### src/rtl/ooo_hazard_sequencer.sv
// Pipeline hazard/redirect sequencer: stalls, branch and privileged redirects, fence.i, halt.
// Optional stall-cycle counter port enabled by defining HAZARD_PERF_CNT_EN.
module ooo_hazard_sequencer (
  input  logic        CLK,
  input  logic        RST,
  input  logic        i_mem_busy,
  input  logic        d_mem_busy,
  input  logic        hazard,
  input  logic        rob_full,
  input  logic        rob_empty,
  input  logic        mispredict,
  input  logic        trap,
  input  logic        ret,
  input  logic [31:0] epc,
  input  logic [31:0] trap_vec,
  input  logic        ifence,
  input  logic        dflushed,
  input  logic        iflushed,
  input  logic        halt,
  output logic        pc_en,
  output logic        npc_sel,
  output logic        insert_priv_pc,
  output logic [31:0] priv_pc,
  output logic        fetch_decode_flush,
  output logic        decode_execute_flush,
  output logic        execute_commit_flush,
  output logic        stall_fetch_decode,
  output logic        stall_ex,
  output logic        ifence_flush,
`ifdef HAZARD_PERF_CNT_EN
  output logic [31:0] stall_cycles,
`endif
  output logic        iren
);

  typedef enum logic [2:0] {
    RUN,
    MISPRED,
    TRAP_DRAIN,
    TRAP_REDIR,
    IFENCE_WAIT,
    HALTED
  } state_e;

  state_e      state_q, state_d;
  logic [31:0] priv_pc_q, priv_pc_d;
  logic        ifence_pulse_q, ifence_pulse_d;

  logic run_busy;
  logic fence_done;

  assign run_busy   = hazard | rob_full | i_mem_busy | d_mem_busy;
  assign fence_done = dflushed & iflushed & rob_empty;
  assign priv_pc    = priv_pc_q;

  // NOTE: sequential state uses non-blocking assignments so every register samples pre-edge values.
  always_ff @(posedge CLK or posedge RST) begin
    if (RST) begin
      state_q        <= RUN;
      priv_pc_q      <= '0;
      ifence_pulse_q <= 1'b0;
    end else begin
      state_q        <= state_d;
      priv_pc_q      <= priv_pc_d;
      ifence_pulse_q <= ifence_pulse_d;
    end
  end

  // NOTE: every always_comb output gets a default first so no path can infer a latch.
  always_comb begin
    state_d        = state_q;
    priv_pc_d      = priv_pc_q;
    ifence_pulse_d = 1'b0;
    // Privileged events win over everything and also swallow a coincident mispredict.
    if ((state_q != HALTED) && (trap || ret)) begin
      state_d   = TRAP_DRAIN;
      priv_pc_d = trap ? trap_vec : epc;
    end else begin
      case (state_q)
        RUN: begin
          if (mispredict)              state_d = MISPRED;
          else if (ifence)             state_d = IFENCE_WAIT;
          else if (halt && rob_empty)  state_d = HALTED;
        end
        MISPRED:    state_d = RUN;
        TRAP_DRAIN: if (!d_mem_busy) state_d = TRAP_REDIR;
        TRAP_REDIR: state_d = RUN;
        IFENCE_WAIT: begin
          if (fence_done) begin
            state_d        = RUN;
            ifence_pulse_d = 1'b1;
          end
        end
        HALTED:     state_d = HALTED;
        default:    state_d = RUN;
      endcase
    end
  end

  always_comb begin
    pc_en                = 1'b0;
    npc_sel              = 1'b0;
    insert_priv_pc       = 1'b0;
    fetch_decode_flush   = 1'b0;
    decode_execute_flush = 1'b0;
    execute_commit_flush = 1'b0;
    stall_fetch_decode   = 1'b0;
    stall_ex             = d_mem_busy;
    ifence_flush         = 1'b0;
    iren                 = 1'b1;
    case (state_q)
      RUN: begin
        stall_fetch_decode = run_busy;
        pc_en              = ~run_busy;
        // The fence redirect lands in the first RUN cycle after the caches report clean.
        ifence_flush       = ifence_pulse_q;
        fetch_decode_flush = ifence_pulse_q;
      end
      MISPRED: begin
        pc_en                = 1'b1;
        npc_sel              = 1'b1;
        fetch_decode_flush   = 1'b1;
        decode_execute_flush = 1'b1;
      end
      TRAP_DRAIN: begin
        iren               = 1'b0;
        stall_fetch_decode = 1'b1;
      end
      TRAP_REDIR: begin
        iren                 = 1'b0;
        pc_en                = 1'b1;
        insert_priv_pc       = 1'b1;
        fetch_decode_flush   = 1'b1;
        decode_execute_flush = 1'b1;
        execute_commit_flush = 1'b1;
      end
      IFENCE_WAIT: stall_fetch_decode = 1'b1;
      HALTED: begin
        iren               = 1'b0;
        stall_fetch_decode = 1'b1;
        stall_ex           = 1'b0;
      end
      default: ;
    endcase
  end

`ifdef HAZARD_PERF_CNT_EN
  logic [31:0] stall_cycles_q;

  always_ff @(posedge CLK or posedge RST) begin
    if (RST) begin
      stall_cycles_q <= '0;
    end else if (!pc_en && (state_q != HALTED) && (stall_cycles_q != 32'hFFFF_FFFF)) begin
      stall_cycles_q <= stall_cycles_q + 32'd1;
    end
  end

  assign stall_cycles = stall_cycles_q;
`endif

endmodule

### config.mk
export PLATFORM = sky130hd
export DESIGN_NAME = ooo_hazard_sequencer
export DESIGN_NICKNAME = d
export VERILOG_FILES = /design/src/rtl/ooo_hazard_sequencer.sv
export SDC_FILE = /design/constraint.sdc
export NUM_CORES = 1
export LEC_CHECK = 0
export BUFFER_PORTS_ARGS = -buffer_cell sky130_fd_sc_hd__buf_2
export CAP_MARGIN = 10
export CORE_MARGIN = 5
export CORE_UTILIZATION = 39
export DETAILED_ROUTE_END_ITERATION = 8
export PLACE_DENSITY = 0.87
export SYNTH_ARGS = -nofsm -noshare
export SYNTH_HDL_FRONTEND = slang
export SYNTH_SLANG_ARGS = --single-unit
### constraint.sdc
create_clock -name CLK -period 1.8 [get_ports CLK]
set_clock_uncertainty 0.2 [all_clocks]
set_input_delay 0.27 -clock CLK [delete_from_list [all_inputs] [get_ports CLK]]
set_output_delay 0.27 -clock CLK [all_outputs]
set_load 0.02 [all_outputs]
==> qor.csv, run 1 <==
stage,metric,value,unit
floorplanning,I/O pin count,120,
route,final wirelength,4968,um
sta,"Hold Vio Cnt, Final",0,
cts,CTS Root Cell,clkbuf_8,
floorplanning,row count,26,
power,Seq pwr share,0.441,
setup_path,Worst Path Required,1.76,ns
sta,endpoints failing setup,0,
final_layout,fin util,0.5755,
job,Max Cap Viol,0,
placement,Port Buf Inserts,119,
placement,Final Wtd Congestion,0.8303,
placement,HPWL Detailed,3822,um
route,vias per std cell,4.707,
floorplanning,die width,82.47,um
status,status,"complete, no violations",
final_layout,share of layout cells above drive strength 1,0.7891,
cts,CTS tree,yes,
final_layout,"most common cell after layout, fill and taps aside",buf_2,
final_layout,register area,900.9,um^2
placement,Post-DP Area,2730,um^2
route,DRT Pass-1 Iters,4,
yosys,Mean Syn Cell Area,14.42,um^2
cts,total CTS buffers,5,
floorplanning,Core Box Area,5107,um^2
sta,post-route setup slack,0.02812,ns
sta,Max transition margin,0.6993,
yosys,"Cell Area, Synth",2048,um^2
route,DRC,0,
cts,clk_lat worst skew,0.28,ns
placement,Cells after DPL,330,
sta,Least-Margin Pin Slew,0.4510,ns
floorplanning,die area,6801,um^2
final_layout,multi-input logic area,1041,um^2
route,routed via count,1624,
cts,"Reg clk slew, reported paths",0.07,ns
yosys,Syn Inst Count,142,
floorplanning,height of the die,82.47,um
sta,RSZ-0062 raised after global routing,yes,
route,DRT iter0 DRCs,51,
grt,number of global-route vias before repair,1645,
cts,clk buf depth,2,
final_layout,# diodes,0,
power,cell leakage power,1.534,nW
grt,first-pass GRT wire length,7383,um
yosys,Yosys Warn Count,0,
setup_path,CP arrival,1.73,ns
sta,post-layout min period,1.772,ns
final_layout,Total Nets Final,352,
power,Clock Power Share,0.273,
power,Pint,0.001517,W
route,Routed Antenna Nets,0,
grt,total gr overflow,0,
setup_path,critical path peak fanout,20,
yosys,flip-flop and latch count after synthesis,36,
power,Comb pwr share,0.286,
placement,DP Worst Slack,0.1045,ns
sta,fin. max-slew vios,0,
floorplanning,initial core utilization,0.4010,
setup_path,CP Launch Type,flip-flop,
setup_path,FF-to-FF setup slack,0.03,ns
yosys,Netlist cell types,26,
cts,CTS sink cnt,36,
setup_path,CP endpoint kind,flip-flop,
setup_path,CP Class,flip-flop to flip-flop,
grt,largest net degree at the start of global routing,37,
power,sw frac,0.2821,
grt,initial antenna violation count,0,
power,P per Cell Area,719.1,nW/um^2
final_layout,"commonest non-fill, non-tap cells in the layout","buf_2, mux2_2, dfrtp_1",
min_path,worst hold path class,primary input to flip-flop,
power,maximum vdd drop,0.0004291,V
grt,GRT Total Usage,0.1419,
power,sw power,0.0005963,W
route,routed length per placed instance,14.40,um
yosys,share of the yosys chip area belonging to registers,0.4398,
final_layout,synth-to-layout area growth,43.49,%
sta,final worst path period share,0.9844,
cts,number of H-tree levels,2,
final_layout,filler instances,450,
final_layout,Finished Layout Cells,345,
sta,Max Clk Rate,564.4,MHz
yosys,Synth Net Count,220,
final_layout,Final Cell Area,2939,um^2
path summary, 6_finish.rpt:
| kind | start | endpoint | cells after the start |
|---|---|---|---|
| min in group asynchronous | RST | priv_pc[27]$_DFFE_PP0P_ | 4 |
| worst max register to register | state_q[0]$_DFFE_PP0P_ | priv_pc[12]$_DFFE_PP0P_ | 5 |
| worst min-delay path | d_mem_busy | state_q[0]$_DFFE_PP0P_ | 2 |
| worst max-delay path | state_q[0]$_DFFE_PP0P_ | priv_pc[12]$_DFFE_PP0P_ | 5 |
| max in group asynchronous | RST | priv_pc[18]$_DFFE_PP0P_ | 4 |
| worst min register to register | priv_pc[9]$_DFFE_PP0P_ | priv_pc[9]$_DFFE_PP0P_ | 1 |
critical path: stages (launching register included):
cell and delay (ns):
dfrtp_1 0.40, and3b_2 0.24, buf_4 0.16, nor2_8 0.11, buf_12 0.19, mux2_2 0.35
cell families (layout without fill, tap and decap cells):
group,after synthesis,after routing,synth area share
AO/OA/AOI/OAI,9,9,0.02994
flip-flops,36,36,0.4398
multiplexers,64,64,0.4032
AND/OR/NAND/NOR,20,20,0.06964
buffers and inverters,13,146,0.05742
metrics by stage:
stage | TNS, ns | power [W] | hold slack [ns]
4_1_cts | -0.05754 | 0.002143 | 0.02173
2_1_floorplan | 0 | 0.001322 | 0.1413
3_5_place_dp | 0 | 0.001539 | 0.2138
5_1_grt | -0.09387 | 0.002239 | 0.02644
3_3_place_gp | 0 | 0.001521 | 0.1902
6_report | 0 | 0.002114 | 0.04035
power groups by stage:
stage                     logic (W)  registers, W  clock network [W]
after floorplan            0.000276       0.00105                  0
after global placement     0.000578      0.000943                  0
after detailed placement   0.000595      0.000944                  0
after CTS                  0.000605      0.000931           0.000607
after global routing       0.000649      0.000943           0.000647
final                      0.000605      0.000932           0.000577
cells in the mapped netlist:
master    instances  share of area
buf_4             2         0.0073
a311oi_1          1         0.0043
buf_12            3          0.029
nand3_1           2         0.0049
and2b_2           2         0.0086
mux2_2           36           0.20
a21o_1            1         0.0037
nor2_1            4         0.0073
dfrtp_1          36           0.44
nor2_4            1         0.0055
nand2_1           1         0.0018
inv_1             3         0.0055
a21bo_2           1         0.0049
and2_1            2         0.0061
mux2_4           28           0.21
nand4b_1          1         0.0043
or3b_2            1         0.0043
and3_1            1         0.0031
buf_2             4         0.0098
nor2_8            1         0.0098
nor4_1            3         0.0092
and3b_2           1         0.0049
buf_6             1         0.0055
a31oi_1           1         0.0031
a21oi_1           4         0.0098
a211o_1           1         0.0043
flip-flops by register name, indices dropped and copies added (netlist names):
signal          cells
ifence_pulse_q      1
state_q             3
priv_pc            32
area by class of cell:
cell class	instances	area share
clock buffer	6	0.02810
clock inverter	2	0.003406
inverter	3	0.005534
multi-input combinational	93	0.3542
sequential	36	0.3065
tap	70	0.02980
timing repair buffer	135	0.2725
what timing repair did:
item,in CTS,in global routing
buffers inserted,2,3
pin swaps,1,4
endpoints found under the setup margin,5,10
endpoints found under the hold margin,37,0
gates resized for setup,7,13
hold buffers,2,0
per-layer routing:
| layer | share of wire | GRT usage |
|---|---|---|
| met1 | 0.39 | 0.1646 |
| met2 | 0.52 | 0.2532 |
| met3 | 0.083 | 0.04013 |
| met4 | 0.014 | 0.03987 |
| met5 | 0 | 0 |
No activity file was read; power rests on OpenSTA's default activity.
==> inputs of run 2 (changes only) <==
--- a/config.mk
+++ b/config.mk
@@ -10,6 +10,7 @@
 export CORE_MARGIN = 5
 export CORE_UTILIZATION = 39
 export DETAILED_ROUTE_END_ITERATION = 8
+export GPL_TIMING_DRIVEN = 0
 export PLACE_DENSITY = 0.87
 export SYNTH_ARGS = -nofsm -noshare
 export SYNTH_HDL_FRONTEND = slang
==> run 2 against run 1 <==
Effect of this change:
- the run now ends with setup timing left
- register-to-register slack worse by 0.11 ns
- wire length increased by 7.4%
- clock power up 2%
- via count increased by 2.5%
- critical path type is now flip-flop to output port
- first-iteration DRC count shrank 53%
- worst hold slack gained 0.040 ns
- maximum frequency shrank 5.9%
- cell area up 5.1%
- highest routed layer unchanged
==> qor.csv, run 2 (synthesized netlist as in run 1, its figures left out) <==
stage,metric,value,unit
setup_path,Worst Path Required,1.33,ns
floorplanning,I/O pin count,120,
setup_path,FF-to-FF setup slack,-0.08,ns
setup_path,Setup crit end,stall_ex,
floorplanning,die area,6801,um^2
route,routed length per placed instance,14.99,um
sta,final worst path period share,1.046,
sta,RSZ-0062 raised after global routing,yes,
status,status,"complete, but fails checks",
min_path,WHS Path Cells,3,
sta,post-layout min period,1.882,ns
cts,clk_lat worst skew,0.28,ns
grt,largest net degree at the start of global routing,20,
final_layout,Total Nets Final,363,
final_layout,max FFs per register,32,
sta,hold slack,0.08041,ns
power,P per Cell Area,698.7,nW/um^2
floorplanning,Core Box Area,5107,um^2
status,failing checks,setup timing,
min_path,worst hold path class,primary input to flip-flop,
placement,HPWL Detailed,3971,um
setup_path,CP endpoint kind,output port,
setup_path,FF-to-FF Start,state_q[1]$_DFFE_PP0P_,
setup_path,critical path peak fanout,7,
setup_path,CP arrival,1.41,ns
sta,Max transition margin,0.4897,
cts,total CTS buffers,5,
setup_path,worst r2r path cells,7,
final_layout,fin util,0.6046,
grt,number of global-route vias before repair,1750,
floorplanning,initial core utilization,0.4010,
route,final wirelength,5337,um
sta,"Hold Vio Cnt, Final",0,
floorplanning,die width,82.47,um
cts,clk buf depth,2,
grt,total gr overflow,0,
route,DRC,0,
cts,CTS Root Cell,clkbuf_8,
final_layout,synth-to-layout area growth,50.76,%
grt,GRT Total Usage,0.1567,
final_layout,share of layout cells above drive strength 1,0.7937,
route,DRT iter0 DRCs,24,
sta,Max Clk Rate,531.3,MHz
sta,endpoints failing setup,24,
cts,CTS sink cnt,36,
floorplanning,height of the die,82.47,um
sta,Least-Margin Pin Slew,0.7646,ns
grt,first-pass GRT wire length,8017,um
final_layout,register area,903.4,um^2
cts,number of H-tree levels,2,
setup_path,crit path from,state_q[1]$_DFFE_PP0P_,
route,routed via count,1664,
floorplanning,row count,26,
final_layout,# diodes,0,
job,Max Cap Viol,0,
setup_path,CP Launch Type,flip-flop,
setup_path,CP Class,flip-flop to output port,
final_layout,filler instances,436,
placement,Final Wtd Congestion,0.8067,
route,vias per std cell,4.674,
final_layout,"commonest non-fill, non-tap cells in the layout","buf_2, mux2_2, dfrtp_1",
power,maximum vdd drop,0.0003576,V
sta,fin. max-slew vios,0,
final_layout,"most common cell after layout, fill and taps aside",buf_2,
final_layout,multi-input logic area,1042,um^2
cts,CTS tree,yes,
grt,initial antenna violation count,0,
power,cell leakage power,1.606,nW
cts,"Reg clk slew, reported paths",0.07,ns
placement,Port Buf Inserts,118,
route,Routed Antenna Nets,0,
sta,post-route setup slack,-0.08229,ns
route,DRT Pass-1 Iters,4,
setup_path,Critical R2R Capture,priv_pc[21]$_DFFE_PP0P_,
run 2: how the worst min path moves through the flow:
stage / from / endpoint / slack, ns
final: iflushed / ifence_pulse_q$_DFF_PP0_ / 0.08
after detailed placement: RST / priv_pc[30]$_DFFE_PP0P_ / 0.25
after global placement: priv_pc[12]$_DFFE_PP0P_ / priv_pc[12]$_DFFE_PP0P_ / 0.29
after global routing: iflushed / ifence_pulse_q$_DFF_PP0_ / 0.1
after CTS: iflushed / ifence_pulse_q$_DFF_PP0_ / 0.07
after floorplan: ret / ifence_pulse_q$_DFF_PP0_ / 0.14
run 2: final cells by class:
class,instances,share of cell area
Buffer,7,0.02310
Tap cell,70,0.02836
Clock buffer,8,0.02917
Multi-Input combinational cell,93,0.3375
Timing Repair Buffer,139,0.2857
Sequential cell,36,0.2925
Inverter,3,0.003647
run 2: timing repair:
action / CTS / global route
setup buffers: 8 / 6
hold buffers: 3 / 0
resized for setup: 7 / 10
pin swaps: 1 / 3
cloned: 1 / 2
endpoints found under the hold margin: 19 / 0
endpoints found under the setup margin: 34 / 41
run 2: routing by layer:
metal | global-route usage | share of wire | vias up
li1 | - | - | 796
met1 | 0.1767 | 0.39 | 787
met2 | 0.2869 | 0.51 | 73
met3 | 0.04338 | 0.080 | 8
met4 | 0.04319 | 0.015 | 0
met5 | 0 | 0 | -
run 2: critical path, cell delays in order (launching register included):
cell	delay [ns]
dfrtp_1	0.37
buf_6	0.13
and3b_2	0.27
and2b_2	0.23
buf_6	0.13
run 2: power breakdown:
part           leakage [nW]  total, W  internal [W]  switching, W
Sequential            0.420  0.000933      0.000890     0.0000430
Combinational          1.14  0.000638      0.000350      0.000288
Clock                0.0455  0.000586      0.000312      0.000274
Total                  1.61   0.00216       0.00155      0.000605
run 2: stage by stage:
step	std cells	setup slack (ns)	cell area [um^2]	setup TNS (ns)	total power, W
floorplan	142	0.08074	2048	0	0.001322
global placement	330	-0.02184	2726	-0.4892	0.001521
detailed placement	331	-0.02382	2754	-0.4433	0.001543
CTS	351	-0.09450	3012	-2.151	0.002176
global route	356	-0.1278	3088	-2.783	0.002269
finish	356	-0.08229	3088	-1.372	0.002157
